## src/rtl/nf10_oq_read_scheduler_if.sv

```systemverilog
// Read-request / read-completion channel between the output-queue read
// scheduler (master) and the shared SRAM read engine (slave).
//
// Handshake: rd_req_valid/rd_req_qid are driven by the master and, once
// valid is high, stay stable until the cycle where rd_req_ready is also high;
// that cycle transfers the request. valid is never withdrawn before transfer.
// ready may be asserted regardless of valid. rd_done is a one-cycle pulse from
// the slave with rd_done_qid naming the queue whose packet read completed; it
// has no back-pressure.
interface nf10_oq_read_scheduler_if #(
    parameter int QID_WIDTH = 3
) ();
    logic                 rd_req_valid;
    logic [QID_WIDTH-1:0] rd_req_qid;
    logic                 rd_req_ready;
    logic                 rd_done;
    logic [QID_WIDTH-1:0] rd_done_qid;

    modport master (
        output rd_req_valid,
        output rd_req_qid,
        input  rd_req_ready,
        input  rd_done,
        input  rd_done_qid
    );

    modport slave (
        input  rd_req_valid,
        input  rd_req_qid,
        output rd_req_ready,
        output rd_done,
        output rd_done_qid
    );
endinterface

```

## src/rtl/nf10_oq_read_scheduler.sv

```systemverilog
// Round-robin read scheduler for the SRAM output-queue datapath. Picks the next
// queue for the shared read engine from packet availability, TX space and the
// per-queue in-flight mask, and keeps grant counters plus sticky error flags
// for the register bank. dbg_state exposes the FSM state for observation.
module nf10_oq_read_scheduler #(
    parameter int NUM_QUEUES      = 5,
    parameter int QID_WIDTH       = 3,
    parameter int MAX_OUTSTANDING = 2,
    parameter int CNTR_WIDTH      = 32,
    parameter int TIMEOUT_CYCLES  = 65535
) (
    input  logic                             axi_aclk,
    input  logic                             axi_resetn,
    input  logic                             sched_enable,
    input  logic [NUM_QUEUES-1:0]            pkt_avail,
    input  logic [NUM_QUEUES-1:0]            tx_space_ok,
    nf10_oq_read_scheduler_if.master         rd_if,
    input  logic                             rst_cntrs,
    output logic [NUM_QUEUES*CNTR_WIDTH-1:0] grant_cnt,
    output logic [2:0]                       outstanding,
    output logic                             timeout_err,
    output logic                             spurious_err,
    output logic                             dbg_state
);

    typedef enum logic {
        S_IDLE = 1'b0,
        S_REQ  = 1'b1
    } state_t;

    localparam logic [15:0] WD_LIMIT = 16'(TIMEOUT_CYCLES);
    localparam logic [2:0]  MAX_OUT  = 3'(MAX_OUTSTANDING);

    state_t                state, state_nxt;
    logic [QID_WIDTH-1:0]  rr_ptr;
    logic [QID_WIDTH-1:0]  qid_r;
    logic [QID_WIDTH-1:0]  winner;
    logic                  any_elig;
    logic [NUM_QUEUES-1:0] busy, busy_nxt;
    logic [NUM_QUEUES-1:0] eligible;
    logic                  start;
    logic                  hs;
    logic                  done_hit;
    logic                  done_spur;
    logic [15:0]           wd_cnt;
    logic [CNTR_WIDTH-1:0] cnt_q [NUM_QUEUES];

    // A queue already holding an in-flight read is skipped so its packets stay in order.
    assign eligible = pkt_avail & tx_space_ok & ~busy;

    assign hs    = (state == S_REQ) && rd_if.rd_req_ready;
    assign start = (state == S_IDLE) && sched_enable && any_elig && (outstanding < MAX_OUT);

    assign rd_if.rd_req_valid = (state == S_REQ);
    assign rd_if.rd_req_qid   = qid_r;
    assign dbg_state          = state;

    // Round-robin search: first pass above the pointer, second pass wraps to 0..pointer.
    always_comb begin
        winner   = '0;
        any_elig = 1'b0;
        for (int q = 0; q < NUM_QUEUES; q++) begin
            if (!any_elig && (q > int'(rr_ptr)) && eligible[q]) begin
                any_elig = 1'b1;
                winner   = QID_WIDTH'(q);
            end
        end
        for (int q = 0; q < NUM_QUEUES; q++) begin
            if (!any_elig && (q <= int'(rr_ptr)) && eligible[q]) begin
                any_elig = 1'b1;
                winner   = QID_WIDTH'(q);
            end
        end
    end

    // Next-state logic: IDLE launches a request, REQ holds it until accepted.
    always_comb begin
        state_nxt = state;
        case (state)
            S_IDLE:  if (start) state_nxt = S_REQ;
            S_REQ:   if (hs)    state_nxt = S_IDLE;
            default: state_nxt = S_IDLE;
        endcase
    end

    // State register.
    always_ff @(posedge axi_aclk or negedge axi_resetn) begin
        if (!axi_resetn) state <= S_IDLE;
        else             state <= state_nxt;
    end

    // Request queue id is captured on IDLE->REQ and held; pointer moves on acceptance.
    always_ff @(posedge axi_aclk or negedge axi_resetn) begin
        if (!axi_resetn) begin
            qid_r  <= '0;
            rr_ptr <= QID_WIDTH'(NUM_QUEUES - 1);
        end else begin
            if (start) qid_r  <= winner;
            if (hs)    rr_ptr <= qid_r;
        end
    end

    // Classify a completion: valid only if it names a queue with a read in flight.
    always_comb begin
        done_hit = 1'b0;
        for (int q = 0; q < NUM_QUEUES; q++) begin
            if (rd_if.rd_done && (rd_if.rd_done_qid == QID_WIDTH'(q)) && busy[q]) done_hit = 1'b1;
        end
        done_spur = rd_if.rd_done && !done_hit;
    end

    // Busy mask update: clear on completion first, so a same-queue grant ends set.
    always_comb begin
        busy_nxt = busy;
        for (int q = 0; q < NUM_QUEUES; q++) begin
            if (done_hit && (rd_if.rd_done_qid == QID_WIDTH'(q))) busy_nxt[q] = 1'b0;
            if (hs && (qid_r == QID_WIDTH'(q)))                   busy_nxt[q] = 1'b1;
        end
    end

    // In-flight tracking: busy mask and outstanding count.
    always_ff @(posedge axi_aclk or negedge axi_resetn) begin
        if (!axi_resetn) begin
            busy        <= '0;
            outstanding <= 3'd0;
        end else begin
            busy <= busy_nxt;
            case ({hs, done_hit})
                2'b10:   outstanding <= outstanding + 3'd1;
                2'b01:   outstanding <= outstanding - 3'd1;
                default: outstanding <= outstanding;
            endcase
        end
    end

    // Per-queue grant counters, wrapping; rst_cntrs wins over an increment.
    always_ff @(posedge axi_aclk or negedge axi_resetn) begin
        if (!axi_resetn) begin
            for (int q = 0; q < NUM_QUEUES; q++) cnt_q[q] <= '0;
        end else begin
            for (int q = 0; q < NUM_QUEUES; q++) begin
                if (rst_cntrs)                            cnt_q[q] <= '0;
                else if (hs && (qid_r == QID_WIDTH'(q)))  cnt_q[q] <= cnt_q[q] + 1'b1;
            end
        end
    end

    for (genvar g = 0; g < NUM_QUEUES; g++) begin : g_cnt_pack
        assign grant_cnt[g*CNTR_WIDTH +: CNTR_WIDTH] = cnt_q[g];
    end

    // Watchdog: counts cycles without a completion while reads are in flight.
    always_ff @(posedge axi_aclk or negedge axi_resetn) begin
        if (!axi_resetn) begin
            wd_cnt      <= 16'd0;
            timeout_err <= 1'b0;
        end else if (rst_cntrs) begin
            wd_cnt      <= 16'd0;
            timeout_err <= 1'b0;
        end else if ((outstanding == 3'd0) || rd_if.rd_done) begin
            wd_cnt <= 16'd0;
        end else begin
            if (wd_cnt != WD_LIMIT)          wd_cnt      <= wd_cnt + 16'd1;
            if (wd_cnt >= WD_LIMIT - 16'd1)  timeout_err <= 1'b1;
        end
    end

    // Sticky flag for completions that match no in-flight read.
    always_ff @(posedge axi_aclk or negedge axi_resetn) begin
        if (!axi_resetn)    spurious_err <= 1'b0;
        else if (rst_cntrs) spurious_err <= 1'b0;
        else if (done_spur) spurious_err <= 1'b1;
    end

endmodule

```

## src/flat_wrapper.sv

```systemverilog
// flat-port wrapper written by rule: the top's interface ports become plain ports
module nf10_oq_read_scheduler_flat 
#(
    parameter int NUM_QUEUES      = 5,
    parameter int QID_WIDTH       = 3,
    parameter int MAX_OUTSTANDING = 2,
    parameter int CNTR_WIDTH      = 32,
    parameter int TIMEOUT_CYCLES  = 65535
)
  (axi_aclk, axi_resetn, sched_enable, pkt_avail, tx_space_ok, rst_cntrs, grant_cnt, outstanding, timeout_err, spurious_err, dbg_state, rd_if_rd_req_valid, rd_if_rd_req_qid, rd_if_rd_req_ready, rd_if_rd_done, rd_if_rd_done_qid);
  nf10_oq_read_scheduler_if #(.QID_WIDTH(QID_WIDTH)) rd_if_i ();
  input  logic axi_aclk;
  input  logic axi_resetn;
  input  logic sched_enable;
  input  logic [NUM_QUEUES-1:0] pkt_avail;
  input  logic [NUM_QUEUES-1:0] tx_space_ok;
  input  logic rst_cntrs;
  output logic [NUM_QUEUES*CNTR_WIDTH-1:0] grant_cnt;
  output logic [2:0] outstanding;
  output logic timeout_err;
  output logic spurious_err;
  output logic dbg_state;
  output wire logic [$bits(rd_if_i.rd_req_valid)-1:0] rd_if_rd_req_valid;
  output wire logic [$bits(rd_if_i.rd_req_qid)-1:0] rd_if_rd_req_qid;
  input wire logic [$bits(rd_if_i.rd_req_ready)-1:0] rd_if_rd_req_ready;
  input wire logic [$bits(rd_if_i.rd_done)-1:0] rd_if_rd_done;
  input wire logic [$bits(rd_if_i.rd_done_qid)-1:0] rd_if_rd_done_qid;
  assign rd_if_rd_req_valid = rd_if_i.rd_req_valid;
  assign rd_if_rd_req_qid = rd_if_i.rd_req_qid;
  assign rd_if_i.rd_req_ready = rd_if_rd_req_ready;
  assign rd_if_i.rd_done = rd_if_rd_done;
  assign rd_if_i.rd_done_qid = rd_if_rd_done_qid;
  nf10_oq_read_scheduler #(.NUM_QUEUES(NUM_QUEUES), .QID_WIDTH(QID_WIDTH), .MAX_OUTSTANDING(MAX_OUTSTANDING), .CNTR_WIDTH(CNTR_WIDTH), .TIMEOUT_CYCLES(TIMEOUT_CYCLES)) u_core (.axi_aclk(axi_aclk), .axi_resetn(axi_resetn), .sched_enable(sched_enable), .pkt_avail(pkt_avail), .tx_space_ok(tx_space_ok), .rd_if(rd_if_i), .rst_cntrs(rst_cntrs), .grant_cnt(grant_cnt), .outstanding(outstanding), .timeout_err(timeout_err), .spurious_err(spurious_err), .dbg_state(dbg_state));
endmodule
```

## config.mk

```make
export PLATFORM = sky130hd
export DESIGN_NAME = nf10_oq_read_scheduler_flat
export DESIGN_NICKNAME = d
export VERILOG_FILES = /design/src/rtl/nf10_oq_read_scheduler_if.sv /design/src/rtl/nf10_oq_read_scheduler.sv /design/src/flat_wrapper.sv
export SDC_FILE = /design/constraint.sdc
export NUM_CORES = 1
export LEC_CHECK = 0
export ABC_AREA = 1
export ABC_CLOCK_PERIOD_IN_PS = 2130
export BUFFER_PORTS_ARGS = -buffer_cell sky130_fd_sc_hd__buf_2
export CORE_AREA = 2 2 167 169
export DETAILED_ROUTE_END_ITERATION = 8
export DIE_AREA = 0 0 169 171
export PLACE_DENSITY = 0.67
export SLEW_MARGIN = 20
export SYNTH_ARGS = -nofsm -noshare
export SYNTH_HDL_FRONTEND = slang
export SYNTH_SLANG_ARGS = --single-unit
export TNS_END_PERCENT = 20
```

## constraint.sdc

```tcl
create_clock -name axi_aclk -period 2.13 [get_ports axi_aclk]
set_input_delay 0.213 -clock axi_aclk [delete_from_list [all_inputs] [get_ports axi_aclk]]
set_output_delay 0.213 -clock axi_aclk [all_outputs]
set_load 0.02 [all_outputs]
```

; ---- Word-level counts from Yosys, hierarchy flattened
; Cells that the tools add are included.
[totals]
regBits = 193
inputBits = 19
output_inout_bits = 170
wordCells = 175
[op_classes]
addsub = 8
order_cmp = 10
n_eq_ne = 12
muxes = 55
bitwise = 4
reduce_logical = 69
[ops]
columns = op, count
row1 = $mux 32, 10
row2 = $add 32x1->32 const B, 5
row3 = $mux 16, 3
row4 = $logic_and 1x1->1, 41
row5 = $mux 1, 32
row6 = $reduce_bool 2->1, 13
row7 = $mux 3, 8
row8 = $add 16x1->16 const B, 1
row9 = $ge 16x16->1 const B, 1
row10 = $ne 16x16->1 const B, 1
row11 = $eq 3x2->1 const B, 4
row12 = $and 5x5->5, 2
row13 = $logic_not 1->1, 9
row14 = $logic_not 3->1, 3
row15 = $eq 3x1->1 const B, 2
row16 = $eq 3x3->1 const B, 2
row17 = $gt 2x3->1 const A, 2
row18 = $le 2x3->1 const A, 2
row19 = $pmux 3 s2, 1
row20 = $not 5->5, 1
row21 = $add 3x1->3 const B, 1
row22 = $gt 1x3->1 const A, 1
row23 = $gt 3x3->1 const A, 1
row24 = $le 1x3->1 const A, 1
row25 = other kinds (11), 11

; ---- Longest topological paths before layout
; Gate-level depths: netlist of run 1.
[depth]
depth_word = 39
ltp_mapped = 13
mapped_depth_nobuf = 12

; ---- Worst setup path after synthesis of run 1
; No wires, ideal clock.
[synth_timing]
path_type = register to register
start = register u_core.cnt_q (netlist bit u_core.grant_cnt[1])
end = register u_core.cnt_q (netlist bit u_core.grant_cnt[24])
setup_ns = 0.121
t_arrival_ns = 1.712
t_required_ns = 2.009
slack_ns = 0.297
stages_incl_launch_ff = 11
path_buffers = 0
period_less_slack_ns = 1.833
path_cell_list = dfrtp_1 > ha_1 > nand2_1 > nor2_1 > inv_1 > nor2_1 > nand4_1 > nor2_1 > nand2_1 > o21ai_0 > nor2_1
[synth_between]
elab_chain_len = 3
[synth_lines]
columns = item, line_no
row1 = from (decl), nf10_oq_read_scheduler.sv:46  ; logic [CNTR_WIDTH-1:0] cnt_q [NUM_QUEUES];
row2 = "from (signal, indexed assignment)", nf10_oq_read_scheduler.sv:143  ; else if (hs && (qid_r == QID_WIDTH'(q))) cnt_q[q] <= cnt_q[q] + 1'b1;
row3 = $add 32x1->32, nf10_oq_read_scheduler.sv:143
row4 = $mux 32, nf10_oq_read_scheduler.sv:143
row5 = $mux 32, nf10_oq_read_scheduler.sv:142  ; if (rst_cntrs) cnt_q[q] <= '0;
; Every way passes these cells. The select of a mux whose other input is x is not followed.
; A chain may end at the register's enable or synchronous reset.

; ---- Worst setup path after layout of run 1
[layout_timing]
start = register u_core.cnt_q (netlist bit u_core.grant_cnt[40])
end = register u_core.cnt_q (netlist bit u_core.grant_cnt[45])
; The elaborated chain is that of the path after synthesis.

==> flow_metrics.env, run 1 <==
export IMPL_antenna_cells=0
export IMPL_use_met3=0.0338
export IMPL_finalSetupViolations=0
export IMPL_cts_sinks=193
export IMPL_cts_buffers=17
export IMPL_synth_fp_nets=1673
export IMPL_routedWlPerCell_um=15.1
export IMPL_dieArea_sq_um=28900
export IMPL_tightest_slew_ns=0.825
export IMPL_area_growth_pct=18.3
export IMPL_relSlewSlack=0.450
export IMPL_fin_crit_ns=1.95
export IMPL_cts_tree="done"
export IMPL_port_buffers=188
export IMPL_run_status="complete, no violations"
export IMPL_synth_edff_count=0
export IMPL_gr_usage_met1=0.324
export IMPL_worstPathArrival_ns=2.32
export IMPL_critPathMaxFanout=7
export IMPL_required_ns=2.50
export IMPL_first_global_vias=11300
export IMPL_fmax_ghz=0.514
export IMPL_drive_above_1_share=0.170
export IMPL_routed_wl_um=33400
export IMPL_antenna_found_initial=0
export IMPL_met2_usage=0.384
export IMPL_synth_seq_cells=193
export IMPL_clkTransAtPathRegs_ns=0.08
export IMPL_synthDistinctLibCells=53
export IMPL_cp_end_kind="flop"
export IMPL_drv_slew=0
export IMPL_yosysSeqAreaShare=0.411
export IMPL_synth_area_top_cells="dfrtp_1 41%, nand2_1 12%, inv_1 7.0%, nor2_1 6.0%, nand3_1 5.2%"
export IMPL_vdd_drop_max_v=0.000415
export IMPL_gp_congestion=0.920
export IMPL_grt_pass1_wl_um=55800
export IMPL_yosys_warnings=0
export IMPL_cap_violations=0
export IMPL_fin_nets=1882
export IMPL_final_common_cell="nand2_1"
export IMPL_vias=11900
export IMPL_fin_crit_sh=0.914
export IMPL_pre_cts_ws_ns=0.0589
export IMPL_syn_avg_cell_area_sq_um=7.14
export IMPL_hold_viol=0
export IMPL_grt_overflow=0
export IMPL_gr_usage_all_layers=0.236
export IMPL_rows=61
export IMPL_grt_busiest_layer="met2"
export IMPL_die_height_um=171
export IMPL_yosys_area_top_type="dfrtp_1"
export IMPL_hpwl_um=25300
export IMPL_h_tree_depth=4
export IMPL_initial_core_util=0.430
export IMPL_core_area_sq_um=27300
export IMPL_max_clock_path_buffers=2
export IMPL_start_kind="flop"
export IMPL_drc=0
export IMPL_root_buffer="clkbuf_16"
export IMPL_clkLatencyLatePin_ns=0.43
export IMPL_pin_count=189
export IMPL_grt_max_degree=73
export IMPL_synthCells=1645
export IMPL_setup_ws_ns=0.183
export IMPL_ys_flop_type="dfrtp_1"
export IMPL_synth_area_sq_um=11700
export IMPL_hold_ws_ns=0.108
export IMPL_cellPowerDensity_nw_per_um2=606
export IMPL_netlist_area_leader_share=0.409
export IMPL_drtIter0Drc=847
export IMPL_p_leak_uw=0.00656
export IMPL_hp_class="in2reg"
export IMPL_r2r_setup_slack_ns=0.18
export IMPL_die_w_um=169
export IMPL_crit_type="reg2reg"
export IMPL_async_reset_ff_frac=1.00
export IMPL_ant_nets=0
export IMPL_finalClockSkew_ns=0.0146
export IMPL_dr_pass1_iters=5
export IMPL_drt_vias_per_instance=5.38
export IMPL_postCtsSetupBuffers=0
export IMPL_final_cell_mix="366 x nand2_1, 218 x inv_1, 190 x dfrtp_1"
layer usage:
metal  wire [um]  vias to the layer above  part of all wire
met3        1490                       53             0.045
met2       15700                      325              0.47
met5           0                        -                 0
li1            -                     5895                 -
met1       15400                     5641              0.46
met4         796                        0             0.024
state kept, by name, indices dropped and copies added, names as in the netlist:
register                 flops
u_core.rr_ptr                3
u_core.wd_cnt               16
u_core.timeout_err           1
u_core.grant_cnt           160
u_core.outstanding           3
u_core.busy                  5
u_core.rd_if.rd_req_qid      3
u_core.spurious_err          1
u_core.dbg_state             1
logic make-up (layout without fill, tap and decap cells):
| logic type | count (synthesis) | in the layout | synth area share |
|---|---|---|---|
| and+or+nand+nor | 928 | 928 | 0.368 |
| buffers and inverters | 258 | 480 | 0.0848 |
| AOI/OAI and AO/OA | 237 | 237 | 0.111 |
| DFF | 193 | 193 | 0.411 |
| xor gates and xnor gates | 20 | 20 | 0.0149 |
| adders and majority gates | 9 | 9 | 0.0102 |
critical path: stages (launching register included):
cell and delay (ns):
dfrtp_1 0.50, inv_1 0.12, nor4_1 0.47, nand2_1 0.18, nor2_1 0.27, xor2_1 0.18, nand3_1 0.09, nand2_1 0.09
stage by stage:
stage	utilization	TNS (ns)	std cells	power, uW	instance area (sq um)
5_1_grt	0.508	-0.000207	2213	8840	13900
3_5_place_dp	0.485	0	2179	5220	13200
2_1_floorplan	-	0	1645	4800	11700
6_report	0.508	0	2213	8420	13900
4_1_cts	0.507	0	2213	8550	13900
3_3_place_gp	0.485	0	2179	5200	13200
cells in the mapped netlist (3+ instances only):
| cell type | instances |
|---|---|
| a211oi_1 | 6 |
| a21o_1 | 5 |
| a21oi_1 | 80 |
| a31oi_1 | 6 |
| buf_1 | 6 |
| buf_2 | 8 |
| clkbuf_1 | 14 |
| dfrtp_1 | 192 |
| ha_1 | 8 |
| inv_1 | 219 |
| inv_2 | 6 |
| nand2_1 | 366 |
| nand2_2 | 5 |
| nand2_4 | 3 |
| nand3_1 | 123 |
| nand3_2 | 3 |
| nand3_4 | 3 |
| nand3b_1 | 5 |
| nand4_1 | 86 |
| nor2_1 | 189 |
| nor2_2 | 8 |
| nor2_4 | 8 |
| nor3_1 | 87 |
| nor3_2 | 6 |
| nor4_1 | 15 |
| o21a_1 | 11 |
| o21ai_0 | 111 |
| o21bai_1 | 3 |
| o31ai_1 | 6 |
| or2_2 | 10 |
| xor2_1 | 18 |
path summary, 6_finish.rpt:
| kind | start | end | depth (start not counted) |
|---|---|---|---|
| min in group asynchronous | axi_resetn | u_core.grant_cnt[69] | 2 |
| max reg2reg | u_core.grant_cnt[40] | u_core.grant_cnt[45] | 7 |
| max in group asynchronous | axi_resetn | u_core.grant_cnt[57] | 3 |
| min | rd_if_rd_done_qid[2] | u_core.busy[1] | 3 |
| max | u_core.grant_cnt[40] | u_core.grant_cnt[45] | 7 |
| min reg2reg | u_core.outstanding[0] | u_core.outstanding[0] | 1 |
what timing repair did:
item / in CTS / in global routing
gates resized for setup: 0 / 10
endpoints found under the hold margin: 40 / 0
hold buffers: 2 / 0
setup endpoints to repair: 0 / 11
area by class of cell:
| type | count | area (sq um) |
|---|---|---|
| Clock buffer | 20 | 457 |
| Sequential cell | 193 | 4830 |
| Tap cell | 346 | 433 |
| Multi-Input combinational cell | 1194 | 5950 |
| Clock inverter | 12 | 136 |
| Timing Repair Buffer | 220 | 1220 |
| Inverter | 228 | 861 |
| Fill cell | 2746 | 13400 |
report_power, final:
| group | total, uW | switching (uW) | internal [uW] |
|---|---|---|---|
| registers | 3980 | 165 | 3820 |
| clock network | 3270 | 1540 | 1730 |
| logic | 1160 | 812 | 352 |
| total | 8420 | 2520 | 5900 |
No activity file was read; power rests on OpenSTA's default activity.
==> run 2, diff against run 1 <==
- REMOVE_ABC_BUFFERS: not set -> 1
==> flow_metrics.env, run 2 (same netlist as run 1, synthesis figures left out) <==
export IMPL_run_status="complete, no violations"
export IMPL_p_clk_frac=0.382
export IMPL_crit_end="u_core.grant_cnt[81]"
export IMPL_ant_nets=0
export IMPL_regArea_sq_um=4830
export IMPL_vdd_drop_max_v=0.000370
export IMPL_drtIter0Drc=838
export IMPL_fmax_ghz=0.500
export IMPL_drt_vias_per_instance=5.37
export IMPL_vias=11900
export IMPL_setup_tns_ns=0
export IMPL_clkLatencyLatePin_ns=0.44
export IMPL_crit_type="in2reg"
export IMPL_p_switching_uw=2570
export IMPL_antenna_found_initial=0
export IMPL_fin_nets=1882
export IMPL_worstPathArrival_ns=2.33
export IMPL_clkTransAtPathRegs_ns=0.08
export IMPL_tightest_slew_ns=0.594
export IMPL_drive_above_1_share=0.170
export IMPL_drv_slew=0
export IMPL_h_tree_depth=4
export IMPL_r2r_setup_slack_ns=0.19
export IMPL_fillers=2695
export IMPL_hold_ws_ns=0.101
export IMPL_routedWlPerCell_um=15.1
export IMPL_power_uw=8400
export IMPL_grt_overflow=0
export IMPL_dr_pass1_iters=8
export IMPL_critPathMaxFanout=7
export IMPL_cts_tree="done"
export IMPL_multiInputGateArea_sq_um=5970
export IMPL_die_height_um=171
export IMPL_area_growth_pct=18.5
export IMPL_largest_reg_flops=160
export IMPL_crit_start="rd_if_rd_req_ready"
export IMPL_final_common_cell="nand2_1"
export IMPL_routed_wl_um=33400
export IMPL_first_global_vias=10900
export IMPL_dieArea_sq_um=28900
export IMPL_p_leak_uw=0.00657
export IMPL_max_clock_path_buffers=2
export IMPL_hp_class="in2reg"
export IMPL_pin_count=189
export IMPL_initial_core_util=0.430
export IMPL_core_area_sq_um=27300
export IMPL_die_w_um=169
export IMPL_reg2reg_to="u_core.grant_cnt[61]"
export IMPL_cap_violations=0
export IMPL_rows=61
export IMPL_cts_buffers=17
export IMPL_pwr_share_seq=0.473
export IMPL_gr_usage_all_layers=0.233
export IMPL_start_kind="primary input"
export IMPL_required_ns=2.46
export IMPL_relSlewSlack=0.600
export IMPL_root_buffer="clkbuf_16"
export IMPL_gp_congestion=0.912
export IMPL_reg2reg_from="u_core.grant_cnt[38]"
export IMPL_intPower_uw=5830
export IMPL_drc=0
export IMPL_grt_max_degree=92
export IMPL_hpwl_um=25300
export IMPL_cellPowerDensity_nw_per_um2=603
export IMPL_port_buffers=188
export IMPL_final_cell_mix="366 x nand2_1, 218 x inv_1, 192 x dfrtp_1"
export IMPL_fin_crit_ns=2.00
export IMPL_final_core_util=0.510
export IMPL_finalClockSkew_ns=0.0221
export IMPL_power_frac_comb=0.145
export IMPL_reg2reg_depth=7
export IMPL_cts_sinks=193
export IMPL_grt_setup_unrepaired="yes"
export IMPL_finalSetupViolations=0
export IMPL_fin_crit_sh=0.939
export IMPL_cp_end_kind="flop"
export IMPL_sw_frac_of_total=0.306
export IMPL_grt_pass1_wl_um=54700
export IMPL_antenna_cells=0
export IMPL_hold_viol=0
## run 2: per-stage QoR
stage	worst slack, ns	cell area, sq um	instances
after detailed placement	0.0513	13200	2174
after global routing	-0.0364	13900	2213
after floorplan	-0.900	11600	1615
after CTS	0.0983	13800	2208
after global placement	0.0729	13200	2174
final	0.130	13900	2213
## run 2: power groups by stage
stage	Sequential [uW]	Combinational, uW	Clock [uW]
after global placement	4040	1220	0
after CTS	3980	1230	3290
after floorplan	4120	642	0
after detailed placement	4050	1230	0
after global routing	4000	1370	3450
final	3970	1220	3210
## run 2: worst max-delay path, stage by stage
cell,delay (ns)
dlygate4sd3_1,0.57
buf_2,0.13
nand2_2,0.16
nor2_4,0.16
nand2_4,0.09
nand2_4,0.11
nand3_1,0.14
nor2_2,0.18
nand3_2,0.11
or2_0,0.23
o21ai_0,0.16
nor2_1,0.06
## run 2: what timing repair did
action | in CTS | in global routing
resized for setup | 0 | 13
setup buffers | 0 | 5
hold buffers | 2 | 0
endpoints found under the hold margin | 44 | 0
setup endpoints to repair | 0 | 18
## run 2: routing by layer
metal / part of all wire / GRT usage / up-vias
met4: 0.018 / 0.0658 / 2
li1: - / - / 5906
met1: 0.47 / 0.326 / 5584
met2: 0.46 / 0.366 / 350
met5: 0.0038 / 0.0330 / -
met3: 0.053 / 0.0453 / 47
## run 2: worst min-delay path by stage
stage	startpoint	endpoint	depth (start not counted)
3_3_place_gp	axi_resetn	u_core.grant_cnt[11]	1
4_1_cts	rd_if_rd_done_qid[2]	u_core.busy[1]	3
5_1_grt	rd_if_rd_done_qid[2]	u_core.busy[1]	3
2_1_floorplan	axi_resetn	u_core.busy[0]	0
3_5_place_dp	axi_resetn	u_core.grant_cnt[11]	1
6_report	rd_if_rd_done_qid[2]	u_core.busy[1]	3
## run 2: cell type report
class | instances | area share
Inverter | 228 | 0.0620
Clock buffer | 17 | 0.0306
Clock inverter | 15 | 0.0105
Tap cell | 346 | 0.0311
Multi-Input combinational cell | 1194 | 0.429
Timing Repair Buffer | 220 | 0.0903
Sequential cell | 193 | 0.347
==> run 3, diff against run 2 <==
- CELL_PAD_IN_SITES_DETAIL_PLACEMENT: not set -> 0
- CELL_PAD_IN_SITES_GLOBAL_PLACEMENT: not set -> 1
- CORE_AREA: 2 2 167 169 -> 2 2 173 175
- DIE_AREA: 0 0 169 171 -> 0 0 175 177
- PLACE_DENSITY: 0.67 -> 0.82
==> flow_metrics.env, run 3 (same netlist as run 1, synthesis figures left out) <==
export IMPL_run_status="complete, no violations"
export IMPL_final_common_cell="nand2_1"
export IMPL_dr_pass1_iters=4
export IMPL_reg2reg_to="u_core.outstanding[2]"
export IMPL_routed_wl_um=34300
export IMPL_cts_sinks=193
export IMPL_hold_path_depth=3
export IMPL_intPower_uw=5790
export IMPL_grt_overflow=0
export IMPL_pwr_share_seq=0.477
export IMPL_rows=63
export IMPL_area_growth_pct=18.8
export IMPL_tightest_slew_ns=0.492
export IMPL_drv_slew=0
export IMPL_final_cell_mix="366 x nand2_1, 218 x inv_1, 190 x dfrtp_1"
export IMPL_hold_ws_ns=0.103
export IMPL_fmax_ghz=0.516
export IMPL_worstPathArrival_ns=2.27
export IMPL_drtIter0Drc=812
export IMPL_hold_path_end="u_core.busy[1]"
export IMPL_min_from="rd_if_rd_done_qid[2]"
export IMPL_antenna_cells=0
export IMPL_regArea_sq_um=4830
export IMPL_port_buffers=188
export IMPL_reg2reg_depth=10
export IMPL_multiInputGateArea_sq_um=5960
export IMPL_gp_congestion=0.878
export IMPL_largest_reg_flops=160
export IMPL_cellPowerDensity_nw_per_um2=600
export IMPL_grt_pass1_wl_um=57400
export IMPL_critPathMaxFanout=3
export IMPL_power_uw=8370
export IMPL_grt_max_degree=86
export IMPL_root_buffer="clkbuf_16"
export IMPL_pin_count=189
export IMPL_fin_crit_sh=0.910
export IMPL_die_w_um=175
export IMPL_hold_viol=0
export IMPL_drc=0
export IMPL_relSlewSlack=0.669
export IMPL_p_leak_uw=0.00654
export IMPL_routedWlPerCell_um=15.2
export IMPL_hp_class="in2reg"
export IMPL_setup_tns_ns=0
export IMPL_required_ns=2.46
export IMPL_drt_vias_per_instance=5.18
export IMPL_cts_tree="done"
export IMPL_clkTransAtPathRegs_ns=0.08
export IMPL_reg2reg_from="u_core.busy[3]"
export IMPL_clkLatencyLatePin_ns=0.44
export IMPL_sw_frac_of_total=0.308
export IMPL_p_switching_uw=2580
export IMPL_die_height_um=177
export IMPL_grt_setup_unrepaired="no"
export IMPL_hpwl_um=25700
export IMPL_max_clock_path_buffers=2
export IMPL_r2r_setup_slack_ns=0.19
export IMPL_fin_crit_ns=1.94
export IMPL_dieArea_sq_um=31000
export IMPL_drive_above_1_share=0.170
export IMPL_fin_nets=1881
export IMPL_p_clk_frac=0.380
export IMPL_initial_core_util=0.402
export IMPL_antenna_found_initial=0
export IMPL_fillers=2999
export IMPL_start_kind="flop"
export IMPL_cts_buffers=17
export IMPL_first_global_vias=11300
export IMPL_cp_end_kind="flop"
export IMPL_vias=11700
export IMPL_core_area_sq_um=29200
export IMPL_crit_type="reg2reg"
export IMPL_finalClockSkew_ns=0.0148
export IMPL_vdd_drop_max_v=0.000455
export IMPL_power_frac_comb=0.143
export IMPL_gr_usage_all_layers=0.228
export IMPL_cap_violations=0
export IMPL_ant_nets=0
export IMPL_h_tree_depth=4
export IMPL_finalSetupViolations=0
==> run 3: cell types whose count changed in the layout (fill, tap and decap cells not counted), moves of 2 or more <==
cell,delta
clkbuf_8,+3
clkinvlp_4,+2
dfrtp_1,-2
dfrtp_2,+2
==> run 3: power by group through the flow <==
stage	Combinational, uW	Clock (uW)	Sequential [uW]
floorplan	642	0	4120
global placement	1200	0	4050
detailed placement	1210	0	4050
CTS	1210	3290	3980
global route	1350	3410	4010
finish	1200	3180	3990
==> run 3: stage by stage <==
stage / area (sq um) / std cells / setup WS (ns) / util
2_1_floorplan: 11600 / 1615 / -0.900 / -
3_3_place_gp: 13300 / 2222 / 0.0599 / 0.456
3_5_place_dp: 13300 / 2222 / 0.0592 / 0.456
4_1_cts: 13900 / 2256 / 0.103 / 0.476
5_1_grt: 14000 / 2256 / 0.00158 / 0.477
6_report: 14000 / 2256 / 0.192 / 0.477
==> run 3: worst max-delay path, cell delays in order (launching register included) <==
cell     delay, ns
dfrtp_1       0.37
inv_1         0.05
o22ai_1       0.15
nor2_1        0.07
a21oi_1       0.20
ha_1          0.18
inv_1         0.06
fa_1          0.37
a21oi_1       0.14
o21ai_0       0.11
xnor2_1       0.13
==> run 3: timing repair <==
item                                    in CTS  in global routing
setup buffers                                0                  0
hold endpoints to repair                   193                  0
endpoints found under the setup margin       0                 23
hold buffers                                 2                  0
gates resized for setup                      0                 13
==> run 3: worst max path at each step <==
| stage | to | slack, ns | depth (start not counted) | startpoint |
|---|---|---|---|---|
| floorplan | u_core.wd_cnt[11] | -0.90 | 7 | rst_cntrs |
| global placement | u_core.outstanding[2] | 0.06 | 12 | rd_if_rd_done_qid[2] |
| detailed placement | u_core.outstanding[2] | 0.06 | 12 | rd_if_rd_done_qid[0] |
| CTS | u_core.grant_cnt[24] | 0.10 | 10 | u_core.grant_cnt[0] |
| global route | u_core.grant_cnt[11] | 0.002 | 10 | u_core.rd_if.rd_req_qid[0] |
| finish | u_core.outstanding[2] | 0.19 | 10 | u_core.busy[3] |
==> run 3: metal layers <==
layer  global-route usage  up-vias  wire length (um)
li1                     -     5883                 -
met1                0.316     5550             16500
met2                0.371      218             16100
met3               0.0318       35              1070
met4               0.0667        0               598
met5                    0        -                 0
==> run 3: cell type report <==
cell class / instances / share of cell area
clock buffer: 20 / 0.0334
clock inverter: 12 / 0.00699
inverter: 228 / 0.0617
multi-input combinational: 1194 / 0.427
sequential: 193 / 0.346
tap: 390 / 0.0350
timing repair buffer: 219 / 0.0896
